===== config.mk =====
export PLATFORM = sky130hd
export DESIGN_NAME = plot_sink
export DESIGN_NICKNAME = d
export VERILOG_FILES = /design/src/rtl/plot_pkg.sv /design/src/rtl/plot_fifo.sv /design/src/rtl/plot_sink.sv
export SDC_FILE = /design/constraint.sdc
export NUM_CORES = 1
export LEC_CHECK = 0
export CORE_MARGIN = 2
export CORE_UTILIZATION = 53
export CTS_CLUSTER_DIAMETER = 150
export DETAILED_ROUTE_END_ITERATION = 8
export PLACE_DENSITY = 0.86
export SLEW_MARGIN = 10
export SYNTH_ARGS = -nofsm -noshare
export SYNTH_HDL_FRONTEND = slang
export SYNTH_SLANG_ARGS = --single-unit
export TNS_END_PERCENT = 50

===== constraint.sdc =====
create_clock -name clock -period 2.9 [get_ports clock]
set_input_delay 0.725 -clock clock [delete_from_list [all_inputs] [get_ports clock]]
set_output_delay 0.725 -clock clock [all_outputs]
set_load 0.01 [all_outputs]

===== src/rtl/plot_pkg.sv =====
`default_nettype none
// ============================================================================
// Module   : plot_pkg
// Purpose  : Shared geometry, colour and state constants for the plot sink.
// Revision : 1.0
// ============================================================================
package plot_pkg;

    localparam int WIDTH   = 160;
    localparam int HEIGHT  = 120;
    localparam int ADDR_W  = 15;
    localparam int FB_SIZE = WIDTH * HEIGHT;

    localparam logic [2:0] BLACK = 3'b000;
    localparam logic [2:0] WHITE = 3'b111;

    localparam logic [1:0] ST_IDLE  = 2'd0;
    localparam logic [1:0] ST_WRITE = 2'd1;
    localparam logic [1:0] ST_CLEAR = 2'd2;

    // y*160 + x built from two shifts so no multiplier is inferred.
    function automatic logic [ADDR_W-1:0] pixel_addr(input logic [7:0] px,
                                                     input logic [6:0] py);
        logic [ADDR_W-1:0] yw;
        logic [ADDR_W-1:0] xw;
        yw = {{(ADDR_W-7){1'b0}}, py};
        xw = {{(ADDR_W-8){1'b0}}, px};
        return (yw << 7) + (yw << 5) + xw;
    endfunction

endpackage
`default_nettype wire


===== src/rtl/plot_fifo.sv =====
`default_nettype none
// ============================================================================
// Module   : plot_fifo
// Purpose  : Small synchronous FIFO; pointers carry an extra wrap bit.
// Revision : 1.0
// ============================================================================
module plot_fifo #(
    parameter int DEPTH  = 8,
    parameter int DATA_W = 18
) (
    input  logic              clock,
    input  logic              reset,
    input  logic              push,
    input  logic              pop,
    input  logic [DATA_W-1:0] din,
    output logic [DATA_W-1:0] dout,
    output logic              full,
    output logic              empty
);

    localparam int             PTR_W   = $clog2(DEPTH);
    localparam logic [PTR_W:0] PTR_ONE = (PTR_W + 1)'(1);

    logic [PTR_W:0]    r_wr_ptr;
    logic [PTR_W:0]    r_rd_ptr;
    logic [DATA_W-1:0] r_mem [DEPTH];

    logic w_do_push;
    logic w_do_pop;

    assign w_do_push = push & ~full;
    assign w_do_pop  = pop & ~empty;

    always_ff @(posedge clock or posedge reset) begin
        if (reset) begin
            r_wr_ptr <= '0;
            r_rd_ptr <= '0;
        end else begin
            if (w_do_push) r_wr_ptr <= r_wr_ptr + PTR_ONE;
            if (w_do_pop)  r_rd_ptr <= r_rd_ptr + PTR_ONE;
        end
    end

    always_ff @(posedge clock) begin
        if (w_do_push) r_mem[r_wr_ptr[PTR_W-1:0]] <= din;
    end

    assign dout  = r_mem[r_rd_ptr[PTR_W-1:0]];
    assign empty = (r_wr_ptr == r_rd_ptr);
    assign full  = (r_wr_ptr[PTR_W] != r_rd_ptr[PTR_W]) &&
                   (r_wr_ptr[PTR_W-1:0] == r_rd_ptr[PTR_W-1:0]);

endmodule
`default_nettype wire


===== src/rtl/plot_sink.sv =====
`default_nettype none
// ============================================================================
// Module   : plot_sink
// Purpose  : Range-checks and buffers pixel plots, writes them to the
//            framebuffer through an acked port, and performs full clears.
// Revision : 1.0
// ============================================================================
module plot_sink
    import plot_pkg::*;
#(
    parameter int WIDTH    = plot_pkg::WIDTH,
    parameter int HEIGHT   = plot_pkg::HEIGHT,
    parameter int COLOUR_W = 3,
    parameter int DEPTH    = 8
) (
    input  logic                clock,
    input  logic                reset,
    input  logic                plot,
    input  logic [7:0]          x,
    input  logic [6:0]          y,
    input  logic [COLOUR_W-1:0] colour,
    output logic                ready,
    input  logic                clear_req,
    output logic                clear_done,
    output logic                fb_we,
    output logic [ADDR_W-1:0]   fb_addr,
    output logic [COLOUR_W-1:0] fb_data,
    input  logic                fb_ack,
    output logic                busy,
    output logic                overflow,
    output logic [7:0]          range_err
);

    localparam int                DATA_W    = ADDR_W + COLOUR_W;
    localparam logic [8:0]        X_LIM     = WIDTH[8:0];
    localparam logic [7:0]        Y_LIM     = HEIGHT[7:0];
    localparam logic [ADDR_W-1:0] LAST_ADDR = ADDR_W'(WIDTH * HEIGHT - 1);
    localparam logic [ADDR_W-1:0] ADDR_ONE  = ADDR_W'(1);

    logic [1:0]          r_state;
    logic                r_fb_we;
    logic [ADDR_W-1:0]   r_fb_addr;
    logic [COLOUR_W-1:0] r_fb_data;
    logic                r_clear_pending;
    logic                r_clear_done;
    logic                r_overflow;
    logic [7:0]          r_range_err;
    logic                r_alive;

    logic                w_in_range;
    logic                w_push;
    logic                w_pop;
    logic                w_full;
    logic                w_empty;
    logic                w_clear_last;
    logic [DATA_W-1:0]   w_fifo_din;
    logic [DATA_W-1:0]   w_fifo_dout;
    logic [ADDR_W-1:0]   w_pop_addr;
    logic [COLOUR_W-1:0] w_pop_colour;

    assign w_in_range = ({1'b0, x} < X_LIM) && ({1'b0, y} < Y_LIM);
    assign w_push     = plot & ready & w_in_range;
    assign w_fifo_din = {pixel_addr(x, y), colour};
    assign {w_pop_addr, w_pop_colour} = w_fifo_dout;

    plot_fifo #(
        .DEPTH  (DEPTH),
        .DATA_W (DATA_W)
    ) u_fifo (
        .clock (clock),
        .reset (reset),
        .push  (w_push),
        .pop   (w_pop),
        .din   (w_fifo_din),
        .dout  (w_fifo_dout),
        .full  (w_full),
        .empty (w_empty)
    );

    // Pending clears pre-empt the FIFO, both from IDLE and at the end of a write.
    always_comb begin
        w_pop = 1'b0;
        case (r_state)
            ST_IDLE:  w_pop = ~r_clear_pending & ~w_empty;
            ST_WRITE: w_pop = fb_ack & ~r_clear_pending & ~w_empty;
            default:  w_pop = 1'b0;
        endcase
    end

    assign w_clear_last = (r_state == ST_CLEAR) && fb_ack && (r_fb_addr == LAST_ADDR);

    always_ff @(posedge clock or posedge reset) begin
        if (reset) begin
            r_state      <= ST_IDLE;
            r_fb_we      <= 1'b0;
            r_fb_addr    <= '0;
            r_fb_data    <= '0;
            r_clear_done <= 1'b0;
        end else begin
            r_clear_done <= 1'b0;
            case (r_state)
                ST_IDLE: begin
                    if (r_clear_pending) begin
                        r_state   <= ST_CLEAR;
                        r_fb_we   <= 1'b1;
                        r_fb_addr <= '0;
                        r_fb_data <= '0;
                    end else if (!w_empty) begin
                        r_state   <= ST_WRITE;
                        r_fb_we   <= 1'b1;
                        r_fb_addr <= w_pop_addr;
                        r_fb_data <= w_pop_colour;
                    end
                end
                ST_WRITE: begin
                    if (fb_ack) begin
                        if (r_clear_pending) begin
                            r_state   <= ST_CLEAR;
                            r_fb_addr <= '0;
                            r_fb_data <= '0;
                        end else if (!w_empty) begin
                            r_fb_addr <= w_pop_addr;
                            r_fb_data <= w_pop_colour;
                        end else begin
                            r_state <= ST_IDLE;
                            r_fb_we <= 1'b0;
                        end
                    end
                end
                ST_CLEAR: begin
                    if (w_clear_last) begin
                        r_state      <= ST_IDLE;
                        r_fb_we      <= 1'b0;
                        r_clear_done <= 1'b1;
                    end else if (fb_ack) begin
                        r_fb_addr <= r_fb_addr + ADDR_ONE;
                    end
                end
                default: begin
                    r_state <= ST_IDLE;
                    r_fb_we <= 1'b0;
                end
            endcase
        end
    end

    // A request arriving while one is pending or running is absorbed.
    always_ff @(posedge clock or posedge reset) begin
        if (reset) begin
            r_clear_pending <= 1'b0;
        end else if (w_clear_last) begin
            r_clear_pending <= 1'b0;
        end else if (clear_req) begin
            r_clear_pending <= 1'b1;
        end
    end

    always_ff @(posedge clock or posedge reset) begin
        if (reset) begin
            r_alive     <= 1'b0;
            r_overflow  <= 1'b0;
            r_range_err <= '0;
        end else begin
            r_alive <= 1'b1;
            if (plot && w_in_range && !ready) r_overflow <= 1'b1;
            if (plot && !w_in_range && (r_range_err != 8'hFF))
                r_range_err <= r_range_err + 8'd1;
        end
    end

    assign ready      = r_alive & ~w_full;
    assign busy       = ~w_empty | r_fb_we | r_clear_pending;
    assign fb_we      = r_fb_we;
    assign fb_addr    = r_fb_addr;
    assign fb_data    = r_fb_data;
    assign clear_done = r_clear_done;
    assign overflow   = r_overflow;
    assign range_err  = r_range_err;

endmodule
`default_nettype wire


==> flow_summary.json, run 1 <==
{
  "status": "completed",
  "nFillCells": 990,
  "io_buffers": 53,
  "grtUsageTotal_pct": 23.2,
  "grt_pass1_vias": 5036,
  "layout_commonest_cell": "edfxtp_1",
  "p_leak_uw": 0.00338,
  "postLayoutCoreUtil_pct": 65.2,
  "cts_sinks": 185,
  "tns_ns": 0,
  "powerDensity_nw_per_um2": 701,
  "most-common-layout-cells": "edfxtp_1 (144), clkdlybuf4s50_1 (50), dfrtp_1 (38)",
  "totalPowerFinal_uw": 6870,
  "path_max_fanout": 8,
  "peakVddDrop_mv": 0.486,
  "clkLatencyLatePin_ns": 0.44,
  "area_growth_syn_to_layout_pct": 21.8,
  "synth-seq-cells": 185,
  "ys_top_cells_by_area": "edfxtp_1 (54%), dfrtp_1 (13%), mux4_2 (9.5%), ha_1 (2.6%), xnor2_1 (1.7%)",
  "synthArstFlopShare_pct": 22.2,
  "final_hold_viol_count": 0,
  "fmax_ghz": 0.355,
  "worst_hold_path_type": "reg -> reg",
  "drt_iter0_drc": 366,
  "path_clk_slew_ns": 0.06,
  "worst_pin_slew_ns": 0.736,
  "clk_path_buf_depth": 2,
  "antenna_left": 0,
  "reg2regPathDepth": 5,
  "pin_count": 54,
  "dieHeight_um": 127,
  "synth_edf_count": 144,
  "cp-end-kind": "flop",
  "synth.distinct_cells": 62,
  "avgSynthCellArea_sq_um": 16.4,
  "core_sq_um": 15000,
  "grt_max_degree": 42,
  "synth_top_cell_by_area": "edfxtp_1",
  "via_count": 4886,
  "r2r_setup_slack_ns": 0.52,
  "grt_antenna_before_repair": 0,
  "cts_tree": "yes",
  "design_area_sq_um": 9800,
  "dieWidth_um": 127,
  "syn_inst": 489,
  "insertedDiodeCount": 0,
  "period_share_pct": 97.1,
  "cp_cell_sequence": "clkdlybuf4s50_1 > ha_1 > ha_2 > fa_2 > a21o_1 > a21oi_2 > nor2b_1 > o31ai_2 > a21boi_2 > buf_6",
  "slowest_stage": "clkdlybuf4s50_1",
  "grt_pass1_wl_mm": 27.6,
  "netlist_area_sq_um": 8040,
  "crit_path_max_incr_delay_ns": 0.49,
  "hold_ws_ns": 0.483,
  "routedWlPerCell_um": 23.0,
  "critical_path_class": "in -> reg",
  "drc": 0,
  "synth_warnings": 0,
  "fin_skew_ns": 0.00837,
  "yosys.area.top_type_share_pct": 53.8,
  "start_kind": "input port",
  "fin_crit_ns": 2.82,
  "drive_gt1_share_pct": 23.3,
  "drt-total-wl_mm": 17.8,
  "gp_congestion": 0.927,
  "row_count": 45,
  "layout.nets": 616,
  "cts_max_level": 4,
  "dp_hpwl_mm": 10.9,
  "first_pass_iters": 6,
  "synth_ff_type": "edfxtp_1",
  "setup_viol": 0,
  "syn_nets": 531,
  "relSlewSlack_pct": 51.0,
  "arrival_ns": 3.12,
  "postPlaceCellArea_sq_um": 9080,
  "maxCapViolations": 0,
  "seq_area_frac_synth_pct": 66.5,
  "crit_required_ns": 3.20,
  "initial_core_util_pct": 53.5,
  "cts-root-buf": "clkbuf_16",
  "viasPerCell": 6.30,
  "numCtsBuffers": 17,
  "dieArea_sq_um": 16200,
  "min_path_cells": 1,
  "slew_viol_final": 0,
  "grt_overflow": 0
}
==> state kept, by name, indices dropped and copies added, names as in the netlist <==
signal and cells:
u_fifo.r_mem 144, fb_addr 15, range_err 8, u_fifo.r_rd_ptr 4, u_fifo.r_wr_ptr 4, fb_data 3
r_state 2, clear_done 1, fb_we 1, overflow 1, r_alive 1, r_clear_pending 1
==> logic make-up (layout without fill, tap and decap cells) <==
family / count (synthesis) / in the layout / share of synthesized area [%]
muxes: 47 / 47 / 11.3
xor gates and xnor gates: 23 / 23 / 2.69
buffers and inverters: 35 / 133 / 2.22
other: 1 / 1 / 0.0466
adders and majority gates: 19 / 19 / 3.14
and+or+nand+nor: 92 / 92 / 6.53
AOI/OAI and AO/OA: 87 / 87 / 7.56
DFF: 185 / 185 / 66.5
==> synth_stat cells (2+ instances only) <==
library cell	n
a211oi_1	2
a21boi_0	3
a21o_1	2
a21oi_1	12
a22o_1	9
a22oi_1	6
a31oi_1	5
and2_1	2
and3_1	7
and4_1	4
buf_2	8
buf_4	4
buf_6	3
clkbuf_1	7
dfrtp_1	41
edfxtp_1	144
fa_1	2
ha_1	17
inv_1	13
mux2_2	5
mux2i_1	7
mux4_2	34
nand2_1	17
nand2b_1	3
nand3_1	6
nand4_1	10
nor2_1	17
nor2b_1	3
nor3_1	6
nor3b_1	6
nor4b_1	2
o21ai_0	17
o21ai_1	3
o22ai_1	3
o31ai_1	13
xnor2_1	16
xor2_1	5
==> final timing paths <==
path / from / end
setup / recovery: y[1] / u_fifo.r_mem[7][15]
hold / removal: overflow / overflow
setup reg to reg: u_fifo.r_rd_ptr[0] / fb_addr[4]
hold reg to reg: overflow / overflow
max in group asynchronous: reset / u_fifo.r_rd_ptr[0]
min in group asynchronous: reset / r_alive
==> where the power goes <==
group	total (uW)	internal, uW	switching (uW)
registers	3380	3130	251
logic	987	494	493
clock network	2500	1550	956
total	6870	5170	1700
==> per-layer routing <==
| layer | global-route usage [%] | vias up | wire, um |
|---|---|---|---|
| met4 | 11.3 | 0 | 621 |
| met3 | 6.28 | 50 | 1250 |
| met5 | 0 | - | 0 |
| met1 | 29.7 | 2480 | 7080 |
| met2 | 37.2 | 243 | 8870 |
| li1 | - | 2113 | - |
==> layout make-up <==
class | count | area, sq um | share of cell area, %
multi-input combinational | 269 | 2610 | 26.6
timing repair buffer | 88 | 906 | 9.25
tap | 188 | 235 | 2.40
clock buffer | 20 | 447 | 4.56
clock inverter | 12 | 198 | 2.02
sequential | 185 | 5350 | 54.6
inverter | 13 | 48.8 | 0.498
==> critical path: cells and delay by family <==
family,cells,cell delay (ns)
compound gates,4,0.90
fa+ha+maj,3,0.78
simple gates,1,0.09
buf+inv,2,0.63
==> through the flow <==
| step | worst slack, ns | cells |
|---|---|---|
| detailed placement | -0.713 | 742 |
| finish | 0.0845 | 775 |
| global route | -0.0219 | 775 |
| global placement | -0.646 | 742 |
| CTS | 0.0215 | 774 |
| floorplan | -0.330 | 489 |
==> timing repair <==
| action | in CTS | in global routing |
|---|---|---|
| setup endpoints to repair | 41 | 17 |
| pin swaps | 6 | 7 |
| buffers inserted | 0 | 1 |
| hold buffers | 0 | 0 |
| gates resized for setup | 19 | 4 |
| hold endpoints to repair | 0 | 0 |
No activity file was read; power rests on OpenSTA's default activity.
==> inputs of run 2 (changes only) <==
Settings changed: SETUP_SLACK_MARGIN from default to 0.3.
==> run 2 against run 1 <==
Compared with the run above:
- register-to-register slack got worse by 0.03 ns
- flip-flop and latch count unchanged
- count of clock-buffer cells in the layout unchanged
- combinational power increased by 9%
- sequential power decreased by 1%
- worst setup slack improved by 0.22 ns
- global-route usage increased by 0.11 points
- clock power decreased by 10%
- clock skew increased by 0.0036 ns
- routed wire length increased by 0.30%
- power decreased by 3.1%
- critical path type unchanged
- largest cell class unchanged
- highest routed layer unchanged
==> flow_summary.json, run 2 (synthesized netlist as in run 1, its figures left out) <==
{
  "viasPerCell": 6.25,
  "crit_path_max_incr_delay_ns": 0.50,
  "power_frac_comb_pct": 16.2,
  "reg2regPathDepth": 5,
  "p_leak_uw": 0.00339,
  "period_share_pct": 89.3,
  "setup_ws_ns": 0.309,
  "tns_ns": 0,
  "gp_congestion": 0.936,
  "grt_antenna_before_repair": 0,
  "clk_path_buf_depth": 2,
  "fin_skew_ns": 0.0119,
  "layout_commonest_cell": "edfxtp_1",
  "path_clk_slew_ns": 0.06,
  "grt_pass1_wl_mm": 27.4,
  "numCtsBuffers": 17,
  "r2r_setup_slack_ns": 0.49,
  "p_switching_uw": 1710,
  "dieWidth_um": 127,
  "slowest_stage": "xnor2_1",
  "insertedDiodeCount": 0,
  "place_ws_ns": -0.800,
  "arrival_ns": 2.73,
  "critical_path_class": "in -> reg",
  "core_sq_um": 15000,
  "worst_pin_slew_ns": 0.756,
  "relSlewSlack_pct": 49.6,
  "finalNonFillerCells": 781,
  "cts_tree": "yes",
  "drt-total-wl_mm": 17.9,
  "grtUsageTotal_pct": 23.3,
  "dr_wl_met3_mm": 1.03,
  "routedWlPerCell_um": 22.9,
  "grt_max_degree": 42,
  "clkLatencyLatePin_ns": 0.44,
  "via_count": 4880,
  "wl_met1_mm": 7.02,
  "cts-root-buf": "clkbuf_16",
  "worst_hold_path_type": "reg -> reg",
  "path_max_fanout": 8,
  "hold_end": "overflow",
  "p_seq_share_pct": 50.2,
  "fin_crit_ns": 2.59,
  "initial_core_util_pct": 53.5,
  "r2r-end": "fb_addr[0]",
  "dieHeight_um": 127,
  "drc": 0,
  "postLayoutCoreUtil_pct": 65.1,
  "first_pass_iters": 5,
  "status": "completed",
  "dieArea_sq_um": 16200,
  "maxCapViolations": 0,
  "final_hold_viol_count": 0,
  "placedCellCount": 743,
  "min_from": "overflow",
  "grt_setup_unrepaired": "true",
  "nFillCells": 974,
  "met2WireLength_mm": 9.23,
  "drt_iter0_drc": 459,
  "min_path_cells": 1,
  "area_growth_syn_to_layout_pct": 21.7,
  "setup_viol": 0,
  "grt_overflow": 0,
  "grt_pass1_vias": 4853,
  "crit_required_ns": 3.04,
  "most-common-layout-cells": "edfxtp_1 (144), clkdlybuf4s50_1 (45), dfrtp_1 (36)",
  "io_buffers": 53,
  "r2r_start": "u_fifo.r_rd_ptr[0]",
  "slew_viol_final": 0,
  "top_layer": "met4",
  "drive_gt1_share_pct": 26.5,
  "cp_cell_sequence": "clkdlybuf4s50_1 > ha_1 > ha_1 > a21o_1 > a21oi_2 > buf_4 > buf_4 > xnor2_1",
  "pin_count": 54,
  "peakVddDrop_mv": 0.467,
  "sw_frac_of_total_pct": 25.7,
  "cp-end-kind": "flop",
  "clkPwrFrac_pct": 33.6,
  "largest_reg_flops": 144,
  "row_count": 45,
  "powerDensity_nw_per_um2": 680,
  "totalPowerFinal_uw": 6650,
  "layout.nets": 622,
  "p_int_uw": 4950,
  "antenna_left": 0,
  "fmax_ghz": 0.386,
  "cts_sinks": 185,
  "dp_hpwl_mm": 10.9,
  "cts_max_level": 4,
  "start_kind": "input port"
}
[run 2: changes by cell type in the layout (fill, tap and decap cells not counted), moves of 2 or more]
cell	change
ha_1	-2
bufinv_16	-3
dfrtp_2	+2
clkinv_2	+3
buf_6	+2
dfrtp_1	-2
inv_2	+3
clkdlybuf4s50_1	-5
inv_1	-3
buf_12	-4
buf_4	+10
ha_4	+2
[run 2: timing repair]
item | CTS | global route
setup endpoints to repair | 58 | 42
resized for setup | 43 | 12
pin swaps | 9 | 7
setup buffers | 4 | 2
hold buffers | 0 | 0
[run 2: worst max-delay path by stage]
stage / from / end / slack, ns / cells past startpoint
after floorplan: u_fifo.r_wr_ptr[1] / u_fifo.r_mem[5][0] / -0.31 / 7
after global placement: y[0] / u_fifo.r_mem[2][17] / -0.61 / 10
after detailed placement: y[0] / u_fifo.r_mem[2][17] / -0.80 / 10
after CTS: u_fifo.r_wr_ptr[0] / ready / 0.19 / 3
after global routing: y[3] / u_fifo.r_mem[7][13] / 0.27 / 8
final: y[3] / u_fifo.r_mem[7][13] / 0.31 / 8
[run 2: final cells by class]
type / instances / area [sq um] / area share [%]
clock buffer: 20 / 447 / 4.56
clock inverter: 12 / 128 / 1.30
inverter: 13 / 48.8 / 0.498
multi-input combinational: 269 / 2680 / 27.3
sequential: 185 / 5360 / 54.7
tap: 188 / 235 / 2.40
timing repair buffer: 94 / 901 / 9.20
[run 2: worst max-delay path, delay by kind of cell]
| family | cells | cell delay [ns] |
|---|---|---|
| AOI/OAI and AO/OA | 2 | 0.22 |
| adders and majority gates | 2 | 0.55 |
| buffers and inverters | 3 | 0.73 |
| xor gates and xnor gates | 1 | 0.50 |
[run 2: power groups by stage]
stage,clock network [uW],logic [uW],registers [uW]
finish,2240,1080,3340
global route,2360,1160,3360
CTS,2250,1040,3330
detailed placement,0,928,3410
global placement,0,886,3390
floorplan,0,542,3340
[run 2: metrics by stage]
stage          hold slack, ns  cell area (sq um)
3_3_place_gp            0.460               9030
4_1_cts                 0.478               9700
5_1_grt                 0.503               9790
6_report                0.479               9790
3_5_place_dp            0.464               9030
2_1_floorplan           0.462               8050
[run 2: layer usage]
| layer | track usage, % | vias up |
|---|---|---|
| met5 | 0 | - |
| met4 | 10.5 | 0 |
| met3 | 5.78 | 42 |
| met2 | 39.0 | 216 |
| met1 | 29.1 | 2495 |
| li1 | - | 2127 |
